$ cat src/rtl/riscv_mc_pkg.sv
`default_nettype none
// ============================================================================
// Module      : riscv_mc_pkg
// Description : Shared encodings for the multicycle RV32I control path.
// Revision    : 1.0 - initial release
// ============================================================================
package riscv_mc_pkg;

    typedef enum logic [3:0] {
        S_FETCH    = 4'd0,
        S_DECODE   = 4'd1,
        S_MEMADR   = 4'd2,
        S_MEMREAD  = 4'd3,
        S_MEMWB    = 4'd4,
        S_MEMWRITE = 4'd5,
        S_EXECR    = 4'd6,
        S_EXECI    = 4'd7,
        S_JAL      = 4'd8,
        S_ALUWB    = 4'd9,
        S_BEQ      = 4'd10
    } statetype_t;

    localparam logic [6:0] C_OP_LW    = 7'b0000011;
    localparam logic [6:0] C_OP_SW    = 7'b0100011;
    localparam logic [6:0] C_OP_RTYPE = 7'b0110011;
    localparam logic [6:0] C_OP_ITYPE = 7'b0010011;
    localparam logic [6:0] C_OP_JAL   = 7'b1101111;
    localparam logic [6:0] C_OP_BEQ   = 7'b1100011;

    localparam logic [1:0] C_ALUOP_ADD   = 2'b00;
    localparam logic [1:0] C_ALUOP_SUB   = 2'b01;
    localparam logic [1:0] C_ALUOP_FUNCT = 2'b10;

    localparam logic [2:0] C_ALU_ADD = 3'b000;
    localparam logic [2:0] C_ALU_SUB = 3'b001;
    localparam logic [2:0] C_ALU_AND = 3'b010;
    localparam logic [2:0] C_ALU_OR  = 3'b011;
    localparam logic [2:0] C_ALU_SLT = 3'b101;

    // Immediate format follows the opcode alone, independent of FSM state.
    function automatic logic [1:0] imm_src(input logic [6:0] op);
        case (op)
            C_OP_SW:  return 2'b01;
            C_OP_BEQ: return 2'b10;
            C_OP_JAL: return 2'b11;
            default:  return 2'b00;
        endcase
    endfunction

endpackage
`default_nettype wire

$ cat src/rtl/mc_aludec.sv
`default_nettype none
// ============================================================================
// Module      : mc_aludec
// Description : ALU decoder, maps ALUOp/funct3/funct7b5/op[5] to ALUControl.
// Revision    : 1.0 - initial release
// ============================================================================
module mc_aludec
    import riscv_mc_pkg::*;
(
    input  logic [1:0] i_aluop,
    input  logic [2:0] i_funct3,
    input  logic       i_funct7b5,
    input  logic       i_op5,
    output logic [2:0] o_alucontrol
);

    always_comb begin
        o_alucontrol = C_ALU_ADD;
        case (i_aluop)
            C_ALUOP_ADD: o_alucontrol = C_ALU_ADD;
            C_ALUOP_SUB: o_alucontrol = C_ALU_SUB;
            C_ALUOP_FUNCT: begin
                case (i_funct3)
                    // Only R-type (op[5]=1) can encode sub; addi never does.
                    3'b000:  o_alucontrol = (i_op5 & i_funct7b5) ? C_ALU_SUB : C_ALU_ADD;
                    3'b010:  o_alucontrol = C_ALU_SLT;
                    3'b110:  o_alucontrol = C_ALU_OR;
                    3'b111:  o_alucontrol = C_ALU_AND;
                    default: o_alucontrol = C_ALU_ADD;
                endcase
            end
            default: o_alucontrol = C_ALU_ADD;
        endcase
    end

endmodule
`default_nettype wire

$ cat src/rtl/multicycle_controller.sv
`default_nettype none
// ============================================================================
// Module      : multicycle_controller
// Description : Moore control FSM for the multicycle RV32I core.
//               Optional MC_MEM_WAIT_EN: FETCH/MEMREAD/MEMWRITE wait on MemReady.
// Revision    : 1.0 - initial release
// ============================================================================
module multicycle_controller
    import riscv_mc_pkg::*;
(
    input  logic       clk,
    input  logic       reset,
    input  logic [6:0] op,
    input  logic [2:0] funct3,
    input  logic       funct7b5,
    input  logic       Zero,
    input  logic       MemReady,
    output logic       PCWrite,
    output logic       AdrSrc,
    output logic       MemWrite,
    output logic       IRWrite,
    output logic       RegWrite,
    output logic [1:0] ResultSrc,
    output logic [1:0] ALUSrcA,
    output logic [1:0] ALUSrcB,
    output logic [2:0] ALUControl,
    output logic [1:0] ImmSrc,
    output logic       InstrDone,
    output logic       Illegal
);

    statetype_t r_state;
    statetype_t w_next_state;
    statetype_t w_cur_state;

    logic [1:0] w_aluop;
    logic       w_pcupdate;
    logic       w_branch;
    logic       w_irwrite;
    logic       w_regwrite;
    logic       w_memwrite;
    logic       w_done;
    logic       w_illegal;

`ifndef MC_MEM_WAIT_EN
    logic       w_unused_memready;
    assign w_unused_memready = MemReady;
`endif

    always_ff @(posedge clk) begin
        if (reset) begin
            r_state <= S_FETCH;
        end else begin
            r_state <= w_next_state;
        end
    end

    // While in reset the datapath sees FETCH selects with every enable masked.
    assign w_cur_state = reset ? S_FETCH : r_state;

    always_comb begin
        w_next_state = S_FETCH;
        w_aluop      = C_ALUOP_ADD;
        w_pcupdate   = 1'b0;
        w_branch     = 1'b0;
        w_irwrite    = 1'b0;
        w_regwrite   = 1'b0;
        w_memwrite   = 1'b0;
        w_done       = 1'b0;
        w_illegal    = 1'b0;
        AdrSrc       = 1'b0;
        ResultSrc    = 2'b00;
        ALUSrcA      = 2'b00;
        ALUSrcB      = 2'b00;
        case (w_cur_state)
            S_FETCH: begin
                ALUSrcB   = 2'b10;
                ResultSrc = 2'b10;
`ifdef MC_MEM_WAIT_EN
                if (MemReady) begin
                    w_irwrite    = 1'b1;
                    w_pcupdate   = 1'b1;
                    w_next_state = S_DECODE;
                end else begin
                    w_next_state = S_FETCH;
                end
`else
                w_irwrite    = 1'b1;
                w_pcupdate   = 1'b1;
                w_next_state = S_DECODE;
`endif
            end
            S_DECODE: begin
                ALUSrcA = 2'b01;
                ALUSrcB = 2'b01;
                case (op)
                    C_OP_LW, C_OP_SW: w_next_state = S_MEMADR;
                    C_OP_RTYPE:       w_next_state = S_EXECR;
                    C_OP_ITYPE:       w_next_state = S_EXECI;
                    C_OP_JAL:         w_next_state = S_JAL;
                    C_OP_BEQ:         w_next_state = S_BEQ;
                    default: begin
                        w_illegal    = 1'b1;
                        w_next_state = S_FETCH;
                    end
                endcase
            end
            S_MEMADR: begin
                ALUSrcA      = 2'b10;
                ALUSrcB      = 2'b01;
                w_next_state = op[5] ? S_MEMWRITE : S_MEMREAD;
            end
            S_MEMREAD: begin
                AdrSrc = 1'b1;
`ifdef MC_MEM_WAIT_EN
                w_next_state = MemReady ? S_MEMWB : S_MEMREAD;
`else
                w_next_state = S_MEMWB;
`endif
            end
            S_MEMWB: begin
                ResultSrc    = 2'b01;
                w_regwrite   = 1'b1;
                w_done       = 1'b1;
                w_next_state = S_FETCH;
            end
            S_MEMWRITE: begin
                AdrSrc     = 1'b1;
                w_memwrite = 1'b1;
`ifdef MC_MEM_WAIT_EN
                w_done       = MemReady;
                w_next_state = MemReady ? S_FETCH : S_MEMWRITE;
`else
                w_done       = 1'b1;
                w_next_state = S_FETCH;
`endif
            end
            S_EXECR: begin
                ALUSrcA      = 2'b10;
                w_aluop      = C_ALUOP_FUNCT;
                w_next_state = S_ALUWB;
            end
            S_EXECI: begin
                ALUSrcA      = 2'b10;
                ALUSrcB      = 2'b01;
                w_aluop      = C_ALUOP_FUNCT;
                w_next_state = S_ALUWB;
            end
            S_JAL: begin
                ALUSrcA      = 2'b01;
                ALUSrcB      = 2'b10;
                w_pcupdate   = 1'b1;
                w_next_state = S_ALUWB;
            end
            S_ALUWB: begin
                w_regwrite   = 1'b1;
                w_done       = 1'b1;
                w_next_state = S_FETCH;
            end
            S_BEQ: begin
                ALUSrcA      = 2'b10;
                w_aluop      = C_ALUOP_SUB;
                w_branch     = 1'b1;
                w_done       = 1'b1;
                w_next_state = S_FETCH;
            end
            default: w_next_state = S_FETCH;
        endcase
    end

    mc_aludec u_aludec (
        .i_aluop      (w_aluop),
        .i_funct3     (funct3),
        .i_funct7b5   (funct7b5),
        .i_op5        (op[5]),
        .o_alucontrol (ALUControl)
    );

    assign ImmSrc    = imm_src(op);
    assign PCWrite   = ~reset & (w_pcupdate | (w_branch & Zero));
    assign IRWrite   = ~reset & w_irwrite;
    assign RegWrite  = ~reset & w_regwrite;
    assign MemWrite  = ~reset & w_memwrite;
    assign InstrDone = ~reset & w_done;
    assign Illegal   = ~reset & w_illegal;

endmodule
`default_nettype wire

$ cat config.mk
export PLATFORM = sky130hd
export DESIGN_NAME = multicycle_controller
export DESIGN_NICKNAME = d
export VERILOG_FILES = /design/src/rtl/riscv_mc_pkg.sv /design/src/rtl/mc_aludec.sv /design/src/rtl/multicycle_controller.sv
export SDC_FILE = /design/constraint.sdc
export NUM_CORES = 1
export LEC_CHECK = 0
export CORE_MARGIN = 5
export CORE_UTILIZATION = 25
export DETAILED_ROUTE_END_ITERATION = 8
export PLACE_DENSITY = 0.64
export SLEW_MARGIN = 10
export SYNTH_ARGS = -nofsm -noshare
export SYNTH_HDL_FRONTEND = slang
export SYNTH_SLANG_ARGS = --single-unit
$ cat constraint.sdc
create_clock -name clk -period 3.5 [get_ports clk]
set_clock_uncertainty 0.1 [all_clocks]
set_input_delay 0.7 -clock clk [delete_from_list [all_inputs] [get_ports clk]]
set_output_delay 0.7 -clock clk [all_outputs]
set_load 0.1 [all_outputs]
# Yosys cells after proc, flatten, opt, wreduce, memory -nomap -nowiden
# Index checks and enable logic that the tools add are counted.
# Widths: inputs -> output; s select.
[totals] out_inout_bits=18 regBits=4 input_bits=15 wordCells=66
[op_classes] mux=21 reduce_logical=13 eq_ne=21 bitwise=10
[op_table] op="$pmux 4 s5" count=2
[op_table] op="$eq 4x3->1 const B" count=4
[op_table] op="$pmux 2 s2" count=4
[op_table] op="$eq 7x6->1 const B" count=2
[op_table] op="$eq 7x7->1 const B" count=2
[op_table] op="$eq 4x4->1 const B" count=3
[op_table] op="$pmux 3 s4" count=1
[op_table] op="$reduce_or 2->1" count=6
[op_table] op="$mux 1" count=10
[op_table] op="$and 1x1->1" count=8
[op_table] op="$eq 4x2->1 const B" count=2
[op_table] op="$reduce_or 4->1" count=2
[op_table] op="$eq 7x2->1 const B" count=1
[op_table] op="$eq 7x5->1 const B" count=1
[op_table] op="$eq 3x3->1 const B" count=2
[op_table] op="$pmux 2 s3" count=1
[op_table] op="$pmux 3 s2" count=1
[op_table] op="$reduce_or 3->1" count=2
[op_table] op="$reduce_or 6->1" count=1
[op_table] op="$eq 4x1->1 const B" count=1
[op_table] op="$logic_not 4->1" count=1
[op_table] op="$mux 4" count=1
[op_table] op="$eq 3x2->1 const B" count=1
[op_table] op="$logic_not 3->1" count=1
[op_table] op="5 further kinds" count=5

# Longest topological paths before layout
# Gate-level depths: netlist of the first run.
[logic_depth] ltp_word=6 depth_mapped=10 ltp_nobuf=8

# Modules after synthesis
# From an unflattened synthesis of the first run, not the netlist that was laid out.
[unflattened] cells_unflattened=83 hier_area_um2=555.5
[by_module_without_submodules] mod="multicycle_controller" seq_area_each_um2=80.1 instances=1 area_each_um2=459.2 cells_per_inst=72
[by_module_without_submodules] mod="mc_aludec" seq_area_each_um2=0.0 instances=1 area_each_um2=96.3 cells_per_inst=11

# Worst setup path after synthesis of the first run
# No wires, ideal clock.
[synth_path] kind="input to output" startpoint="input reset" endpoint="output ALUControl[2]" slack_ps=-1882 arrival_ps=4582 path_buffers=1 stages=5 cell_sequence="buf_2 -> or3_1 -> nor2_1 -> ha_1 -> nor4_1"
[synth_via] elab_chain_cells=6
[synth_lines] element="from (decl)" line="multicycle_controller.sv:12" rtl="input logic reset,"
[synth_lines] element="$mux 4 (*)" line="multicycle_controller.sv:59" rtl="assign w_cur_state = reset ? S_FETCH : r_state;"
[synth_lines] element="$eq 4x3->1" line="multicycle_controller.sv:75" rtl="case (w_cur_state)"
[synth_lines] element="$reduce_or 2->1 (no line)"
[synth_lines] element="$pmux 2 s2 (*)" line="multicycle_controller.sv:75"
[synth_lines] element="$eq 2x2->1 / $eq 2x1->1 (equally long branches)" line="mc_aludec.sv:19" rtl="case (i_aluop)"
[synth_lines] element="$pmux 3 s2 (*)" line="mc_aludec.sv:19"
[synth_lines] element="to (decl)" line="multicycle_controller.sv:26" rtl="output logic [2:0] ALUControl,"
# Mark *: on every way between the ends. The rest lies on a longest branch, timed or not.

# Worst setup path after layout of the first run
[layout_path] startpoint="input reset" endpoint="output ALUControl[0]"
# Same word-level chain as after synthesis.

==> results of run 1 <==
-- Yosys cell counts, types with 2 or more instances --
cell type | instances | share of area, %
sky130_fd_sc_hd__buf_2 | 4 | 3.4
sky130_fd_sc_hd__or3_1 | 3 | 3.2
sky130_fd_sc_hd__nor2b_1 | 2 | 2.1
sky130_fd_sc_hd__nor2_1 | 9 | 5.7
sky130_fd_sc_hd__inv_1 | 4 | 2.5
sky130_fd_sc_hd__nand2_1 | 10 | 6.4
sky130_fd_sc_hd__a21oi_1 | 6 | 5.1
sky130_fd_sc_hd__and2_1 | 2 | 2.1
sky130_fd_sc_hd__nand3_1 | 4 | 3.4
sky130_fd_sc_hd__xnor2_1 | 2 | 3.0
sky130_fd_sc_hd__o21ai_0 | 2 | 1.7
sky130_fd_sc_hd__nand2b_1 | 3 | 3.2
sky130_fd_sc_hd__nor4_1 | 2 | 2.1
sky130_fd_sc_hd__nor3_1 | 9 | 7.6
sky130_fd_sc_hd__ha_1 | 2 | 4.2
sky130_fd_sc_hd__dfxtp_1 | 4 | 14
-- stage by stage --
| stage | instance area, um^2 | utilization [%] | worst slack (ns) | total power, uW | cells |
|---|---|---|---|---|---|
| 3_3_place_gp | 1132 | 50.70 | 0.1047 | 164.3 | 143 |
| 2_1_floorplan | 619.3 | - | -0.6999 | 116.4 | 87 |
| 3_5_place_dp | 1132 | 50.70 | 0.08053 | 165.9 | 143 |
| 5_1_grt | 1171 | 52.44 | 0.01009 | 237.8 | 146 |
| 6_report | 1171 | 52.44 | 0.1390 | 223.8 | 146 |
| 4_1_cts | 1155 | 51.71 | 0.07402 | 224.5 | 146 |
-- critical path: cells and delay by family --
kind,cells,cell delay [ns]
buf+inv,4,0.89
fa+ha+maj,1,0.21
simple gates,6,0.77
-- worst max-delay path by stage --
stage	cells after the start	endpoint	slack, ns
2_1_floorplan	5	ALUControl[2]	-0.70
3_3_place_gp	6	ALUControl[2]	0.10
3_5_place_dp	10	ALUControl[0]	0.08
4_1_cts	10	ALUControl[0]	0.07
5_1_grt	10	ALUControl[0]	0.01
6_report	11	ALUControl[0]	0.14
-- cells by family (layout without fill, tap and decap cells) --
kind of cell,count (synthesis),count (layout),synth area share (%)
XOR/XNOR,3,3,4.459
adder cells (fa/ha/maj),2,2,4.246
flip-flops,4,4,13.59
AO/OA/AOI/OAI,17,17,22.93
AND/OR/NAND/NOR,50,50,45.65
buffers and inverters,11,42,9.128
-- per-layer routing --
metal | part of all wire, % | vias up
li1 | - | 371
met1 | 42 | 323
met2 | 48 | 29
met3 | 6.1 | 8
met4 | 3.7 | 0
met5 | 0 | -
-- layout make-up --
class,instances,area (um^2),area share [%]
multi-input combinational,72,501.7,42.84
tap,28,35.03,2.991
sequential,4,80.08,6.838
clock buffer,3,22.52,1.923
timing repair buffer,34,513.0,43.80
inverter,5,18.77,1.603
-- where the power goes --
| group | switching (uW) | total, uW | internal, uW |
|---|---|---|---|
| Combinational | 70.6 | 118 | 47.5 |
| Clock | 19.0 | 57.4 | 38.4 |
| Sequential | 1.42 | 48.3 | 46.9 |
| Total | 91.1 | 224 | 133 |
==> impl_metrics.prom, run 1 <==
# TYPE chip_impl_metric gauge
chip_impl_metric{name="ctsHoldBuffers",unit=""} 0
chip_impl_metric{name="detailedPlacementHpwl",unit="um"} 1469
chip_impl_metric{name="number_of_vias_after_detailed_routing",unit=""} 731
chip_impl_metric{name="final_layout_size_suffix_gt1_share",unit="%"} 31.36
chip_impl_metric{name="nNetsFinal",unit=""} 137
chip_impl_info{name="hold-path-endpoint",value="r_state[1]"} 1
chip_impl_metric{name="finalMaxSlewViolations",unit=""} 0
chip_impl_metric{name="die_w",unit="um"} 58.55
chip_impl_info{name="status",value="complete, no violations"} 1
chip_impl_metric{name="num_antenna_cells",unit=""} 0
chip_impl_metric{name="ctsLongestPathBuffers",unit=""} 2
chip_impl_metric{name="r2r_slack",unit="ns"} 1.89
chip_impl_info{name="min-delay-path-class",value="flop to flop"} 1
chip_impl_metric{name="vias_per_cell",unit=""} 5.007
chip_impl_metric{name="synth-seq-area-share",unit="%"} 13.59
chip_impl_metric{name="grt_pass1_vias",unit=""} 707
chip_impl_info{name="layout_common_cells",value="18 x sky130_fd_sc_hd__buf_12, 13 x sky130_fd_sc_hd__clkdlybuf4s50_1, 10 x sky130_fd_sc_hd__nand2_1"} 1
chip_impl_metric{name="grt_first_pass_wirelength",unit="um"} 3001
chip_impl_metric{name="ys_async_sr_fraction",unit="%"} 0
chip_impl_metric{name="clk_pin_slew_worst_paths",unit="ns"} 0.04
chip_impl_metric{name="post_cts_resized",unit=""} 0
chip_impl_metric{name="post-cts-setup-buffer-count",unit=""} 0
chip_impl_metric{name="fp-row-count",unit=""} 17
chip_impl_metric{name="dieArea",unit="um^2"} 3428
chip_impl_metric{name="min_path_cells",unit=""} 2
chip_impl_info{name="slowest_stage",value="sky130_fd_sc_hd__clkdlybuf4s50_1"} 1
chip_impl_metric{name="layout_filler_cell_count",unit=""} 226
chip_impl_info{name="synth_flop_type",value="sky130_fd_sc_hd__dfxtp_1"} 1
chip_impl_metric{name="synth_edf_count",unit=""} 0
chip_impl_metric{name="timing.critical_path.required",unit="ns"} 2.70
chip_impl_metric{name="groute.layer.met3.usage",unit="%"} 3.509
chip_impl_info{name="critical_path.reg2reg.startpoint",value="r_state[1]"} 1
chip_impl_metric{name="cts-htree-levels",unit=""} 1
chip_impl_info{name="tritoncts_clock_tree",value="yes"} 1
chip_impl_metric{name="ant_nets",unit=""} 0
chip_impl_metric{name="io_buffer_count",unit=""} 31
chip_impl_info{name="worstSetupStartpointType",value="input port"} 1
chip_impl_metric{name="floorplan.initialDensity",unit="%"} 26.39
chip_impl_metric{name="synthesis.area_per_instance",unit="um^2"} 6.774
chip_impl_metric{name="grt_antenna_before_repair",unit=""} 0
chip_impl_metric{name="fmax",unit="GHz"} 0.2975
chip_impl_metric{name="cts_inserted_buffers",unit=""} 3
chip_impl_metric{name="timing.critical_path.slowest_cell_delay",unit="ns"} 0.43
chip_impl_info{name="regToRegEndpoint",value="r_state[1]"} 1
chip_impl_info{name="cts_root_buffer",value="sky130_fd_sc_hd__clkbuf_4"} 1
chip_impl_metric{name="worst_slew_margin_rel",unit="%"} 57.79
chip_impl_metric{name="slew_worst_pin",unit="ns"} 0.6323
chip_impl_metric{name="synth_cells",unit=""} 87
chip_impl_metric{name="layout_min_cycle_time",unit="ns"} 3.361
chip_impl_metric{name="largest_register_ffs",unit=""} 4
chip_impl_metric{name="io-pin-count",unit=""} 33
chip_impl_metric{name="power_density_relative_to_cell_area",unit="nW/um^2"} 191.1
chip_impl_metric{name="place_congestion",unit=""} 0.7883
chip_impl_metric{name="postSynthRegisterBits",unit=""} 4
chip_impl_metric{name="netlist_area",unit="um^2"} 589.3
chip_impl_metric{name="floorplan.die.height",unit="um"} 58.55
chip_impl_info{name="startpoint",value="reset"} 1
chip_impl_info{name="largest-register",value="r_state"} 1
chip_impl_metric{name="route.detailed.wl_per_inst",unit="um"} 12.54
chip_impl_metric{name="grt_util_met1",unit="%"} 12.01
chip_impl_info{name="setup.worst_path.class",value="input port to output port"} 1
chip_impl_metric{name="fin_hold_ws",unit="ns"} 0.5943
chip_impl_metric{name="floorplan.core_area",unit="um^2"} 2233
chip_impl_metric{name="drt-total-wl",unit="um"} 1831
chip_impl_info{name="min-delay-start",value="r_state[0]"} 1
chip_impl_metric{name="largest_net_degree_at_the_start_of_global_routing",unit=""} 17
chip_impl_info{name="gr-max-usage-layer",value="met2"} 1
chip_impl_metric{name="cts_num_sinks",unit=""} 4
chip_impl_metric{name="yosys_warnings",unit=""} 0
chip_impl_metric{name="worstRegToRegCells",unit=""} 3
chip_impl_metric{name="area.growth.synth_to_final",unit="%"} 98.73
chip_impl_info{name="final_common_cell",value="sky130_fd_sc_hd__buf_12"} 1
chip_impl_info{name="crit_path_cell_trace",value="clkdlybuf4s50_1 > buf_4 > inv_2 > nand2_1 > nor2_1 > ha_1 > nand3_1 > nor3_1 > nor3_1 > nor2_1 > buf_12"} 1
chip_impl_metric{name="timing.final.hold_violations",unit=""} 0
chip_impl_metric{name="grt_use_met2",unit="%"} 18.82
chip_impl_metric{name="grt.total_usage",unit="%"} 11.16
chip_impl_metric{name="maxCapViolations",unit=""} 0
chip_impl_info{name="biggestRegsByFlops",value="r_state x4"} 1
chip_impl_metric{name="detail_route.drc_violations",unit=""} 0
chip_impl_metric{name="globalRoute.totalOverflow",unit=""} 0
chip_impl_metric{name="final_setup_tns",unit="ns"} 0
chip_impl_metric{name="first_iter_violations",unit=""} 11
chip_impl_metric{name="worstPathMaxFanout",unit=""} 10
chip_impl_info{name="rsz_0062_raised_after_global_routing",value="no"} 1
chip_impl_metric{name="firstDrtPassIters",unit=""} 4
chip_impl_metric{name="fin_crit_sh",unit="%"} 96.03
chip_impl_metric{name="finalSetupViolations",unit=""} 0
chip_impl_metric{name="static_leakage",unit="uW"} 0.0004122
chip_impl_metric{name="syn_nets",unit=""} 104
chip_impl_metric{name="synthDistinctLibCells",unit=""} 35
chip_impl_metric{name="worstSkewPairLatency",unit="ns"} 0.23
chip_impl_metric{name="vdd_ir_drop_max",unit="uV"} 121.1
chip_impl_info{name="setup.worst_path.end_class",value="output port"} 1
chip_impl_metric{name="arrival",unit="ns"} 2.56
No activity file was read; power rests on OpenSTA's default activity.
==> run 2: changes to the inputs <==
--- a/config.mk
+++ b/config.mk
@@ -6,9 +6,9 @@
 export NUM_CORES = 1
 export LEC_CHECK = 0
 export CORE_MARGIN = 5
-export CORE_UTILIZATION = 25
+export CORE_UTILIZATION = 24
 export DETAILED_ROUTE_END_ITERATION = 8
-export PLACE_DENSITY = 0.64
+export PLACE_DENSITY = 0.62
 export SLEW_MARGIN = 10
 export SYNTH_ARGS = -nofsm -noshare
 export SYNTH_HDL_FRONTEND = slang
==> impl_metrics.prom, run 2 (synthesis results as in run 1) <==
# TYPE chip_impl_metric gauge
chip_impl_info{name="status",value="complete, no violations"} 1
chip_impl_metric{name="grt.total_usage",unit="%"} 9.640
chip_impl_metric{name="dpl_worst_slack",unit="ns"} 0.07146
chip_impl_metric{name="num_antenna_cells",unit=""} 0
chip_impl_metric{name="cts_inserted_buffers",unit=""} 3
chip_impl_metric{name="ant_nets",unit=""} 0
chip_impl_metric{name="grt_first_pass_wirelength",unit="um"} 2663
chip_impl_info{name="crit_path_cell_trace",value="clkdlybuf4s50_1 > buf_4 > inv_2 > nand2_1 > nor2_1 > ha_1 > nand3_1 > nor3_1 > nor3_2 > nor2_2 > buf_12"} 1
chip_impl_metric{name="vias_per_cell",unit=""} 4.857
chip_impl_metric{name="worst_slew_margin_rel",unit="%"} 58.19
chip_impl_info{name="final_common_cell",value="sky130_fd_sc_hd__buf_12"} 1
chip_impl_metric{name="fin_ws",unit="ns"} 0.1363
chip_impl_info{name="min-delay-path-class",value="flop to flop"} 1
chip_impl_metric{name="first_iter_violations",unit=""} 6
chip_impl_metric{name="detail_route.drc_violations",unit=""} 0
chip_impl_metric{name="timing.critical_path.required",unit="ns"} 2.70
chip_impl_metric{name="layout_filler_cell_count",unit=""} 234
chip_impl_metric{name="finalMaxSlewViolations",unit=""} 0
chip_impl_metric{name="io-pin-count",unit=""} 33
chip_impl_metric{name="finalSetupViolations",unit=""} 0
chip_impl_info{name="layout_common_cells",value="18 x sky130_fd_sc_hd__buf_12, 13 x sky130_fd_sc_hd__clkdlybuf4s50_1, 10 x sky130_fd_sc_hd__nand2_1"} 1
chip_impl_metric{name="area.growth.synth_to_final",unit="%"} 99.15
chip_impl_metric{name="worstPathMaxFanout",unit=""} 10
chip_impl_info{name="setup.worst_path.class",value="input port to output port"} 1
chip_impl_metric{name="layout_min_cycle_time",unit="ns"} 3.364
chip_impl_metric{name="clk_pin_slew_worst_paths",unit="ns"} 0.04
chip_impl_metric{name="slew_worst_pin",unit="ns"} 0.6264
chip_impl_metric{name="nNetsFinal",unit=""} 136
chip_impl_metric{name="globalRoute.totalOverflow",unit=""} 0
chip_impl_metric{name="grt_pass1_vias",unit=""} 689
chip_impl_metric{name="static_leakage",unit="uW"} 0.0004079
chip_impl_metric{name="fp-row-count",unit=""} 18
chip_impl_metric{name="detailedPlacementHpwl",unit="um"} 1351
chip_impl_metric{name="final_setup_tns",unit="ns"} 0
chip_impl_metric{name="arrival",unit="ns"} 2.56
chip_impl_info{name="tritoncts_clock_tree",value="yes"} 1
chip_impl_metric{name="worstSkewPairLatency",unit="ns"} 0.24
chip_impl_metric{name="final_layout_size_suffix_gt1_share",unit="%"} 32.48
chip_impl_metric{name="floorplan.die.height",unit="um"} 59.55
chip_impl_metric{name="firstDrtPassIters",unit=""} 2
chip_impl_metric{name="drt-total-wl",unit="um"} 1649
chip_impl_metric{name="fin_hold_ws",unit="ns"} 0.5829
chip_impl_metric{name="dieArea",unit="um^2"} 3546
chip_impl_metric{name="floorplan.initialDensity",unit="%"} 24.45
chip_impl_info{name="worstSetupStartpointType",value="input port"} 1
chip_impl_metric{name="report.power.total",unit="uW"} 221.2
chip_impl_metric{name="vdd_ir_drop_max",unit="uV"} 100.1
chip_impl_metric{name="fin_crit_sh",unit="%"} 96.11
chip_impl_metric{name="largest_net_degree_at_the_start_of_global_routing",unit=""} 17
chip_impl_metric{name="timing.critical_path.slowest_cell_delay",unit="ns"} 0.43
chip_impl_metric{name="floorplan.core_area",unit="um^2"} 2410
chip_impl_metric{name="seq_area",unit="um^2"} 80.08
chip_impl_metric{name="largest_register_ffs",unit=""} 4
chip_impl_info{name="largest-register",value="r_state"} 1
chip_impl_metric{name="power_density_relative_to_cell_area",unit="nW/um^2"} 188.5
chip_impl_metric{name="multi_input_area",unit="um^2"} 509.2
chip_impl_metric{name="post-cts-setup-buffer-count",unit=""} 0
chip_impl_metric{name="number_of_vias_after_detailed_routing",unit=""} 714
chip_impl_metric{name="route.detailed.wl_per_inst",unit="um"} 11.22
chip_impl_metric{name="io_buffer_count",unit=""} 31
chip_impl_metric{name="maxCapViolations",unit=""} 0
chip_impl_metric{name="cts-htree-levels",unit=""} 1
chip_impl_metric{name="ctsLongestPathBuffers",unit=""} 2
chip_impl_info{name="setup.worst_path.end_class",value="output port"} 1
chip_impl_metric{name="fin_util",unit="%"} 48.70
chip_impl_metric{name="timing.final.hold_violations",unit=""} 0
chip_impl_info{name="cts_root_buffer",value="sky130_fd_sc_hd__clkbuf_4"} 1
chip_impl_metric{name="grt_antenna_before_repair",unit=""} 0
chip_impl_metric{name="place_congestion",unit=""} 0.7846
chip_impl_metric{name="cts_num_sinks",unit=""} 4
chip_impl_metric{name="die_w",unit="um"} 59.55
chip_impl_info{name="slowest_stage",value="sky130_fd_sc_hd__clkdlybuf4s50_1"} 1
chip_impl_metric{name="fmax",unit="GHz"} 0.2973
chip_impl_info{name="biggestRegsByFlops",value="r_state x4"} 1
run 2: cell types whose count changed in the layout (fill, tap and decap cells not counted):
cell / delta
sky130_fd_sc_hd__buf_4: -1
sky130_fd_sc_hd__nor2_1: -1
sky130_fd_sc_hd__nor2_2: +1
sky130_fd_sc_hd__nor3_1: -1
sky130_fd_sc_hd__nor3_2: +1
run 2: path summary, 6_finish.rpt:
check | cells past startpoint | from | slack [ns] | to
worst min register to register | 2 | r_state[0] | 0.58 | r_state[1]
worst min-delay path | 2 | r_state[0] | 0.58 | r_state[1]
worst max register to register | 3 | r_state[1] | 1.90 | r_state[1]
worst max-delay path | 11 | reset | 0.14 | ALUControl[0]
run 2: critical path: cells and delay by family:
family	cells	cell delay, ns
and+or+nand+nor	6	0.74
buffers and inverters	4	0.88
adders and majority gates	1	0.22
run 2: area by class of cell:
class                           count  area share, %
Clock buffer                        3          1.919
Sequential cell                     4          6.823
Tap cell                           30          3.198
Timing Repair Buffer               33          43.07
Multi-Input combinational cell     72          43.39
Inverter                            5          1.599
run 2: power by group:
group          internal [uW]  leakage [uW]  switching [uW]
Combinational           46.7      0.000362            69.5
Sequential              46.9     0.0000326            1.33
Clock                   38.3     0.0000138            18.4
Total                    132      0.000408            89.2
run 2: through the flow:
| stage | instances | area (um^2) |
|---|---|---|
| after floorplan | 87 | 619.3 |
| after global placement | 144 | 1127 |
| after detailed placement | 144 | 1127 |
| after CTS | 147 | 1150 |
| after global routing | 147 | 1174 |
| final | 147 | 1174 |
run 2: repair_timing:
action | CTS | global route
hold buffers | 0 | 0
setup endpoints to repair | 0 | 2
resized for setup | 0 | 5
run 2: routing by layer:
| layer | routed length (um) | share of wire (%) | global-route usage, % |
|---|---|---|---|
| met1 | 708 | 43 | 10.49 |
| met2 | 802 | 49 | 17.00 |
| met3 | 123 | 7.5 | 2.614 |
| met4 | 14 | 0.85 | 4.747 |
| met5 | 0 | 0 | 0 |
==> run 3: changes to the inputs <==
--- a/config.mk
+++ b/config.mk
@@ -5,6 +5,7 @@
 export SDC_FILE = /design/constraint.sdc
 export NUM_CORES = 1
 export LEC_CHECK = 0
+export CAP_MARGIN = 20
 export CORE_MARGIN = 5
 export CORE_UTILIZATION = 24
 export DETAILED_ROUTE_END_ITERATION = 8
==> results of run 3 <==
No change in the layout: final DEF, timing and power equal those of run 2.
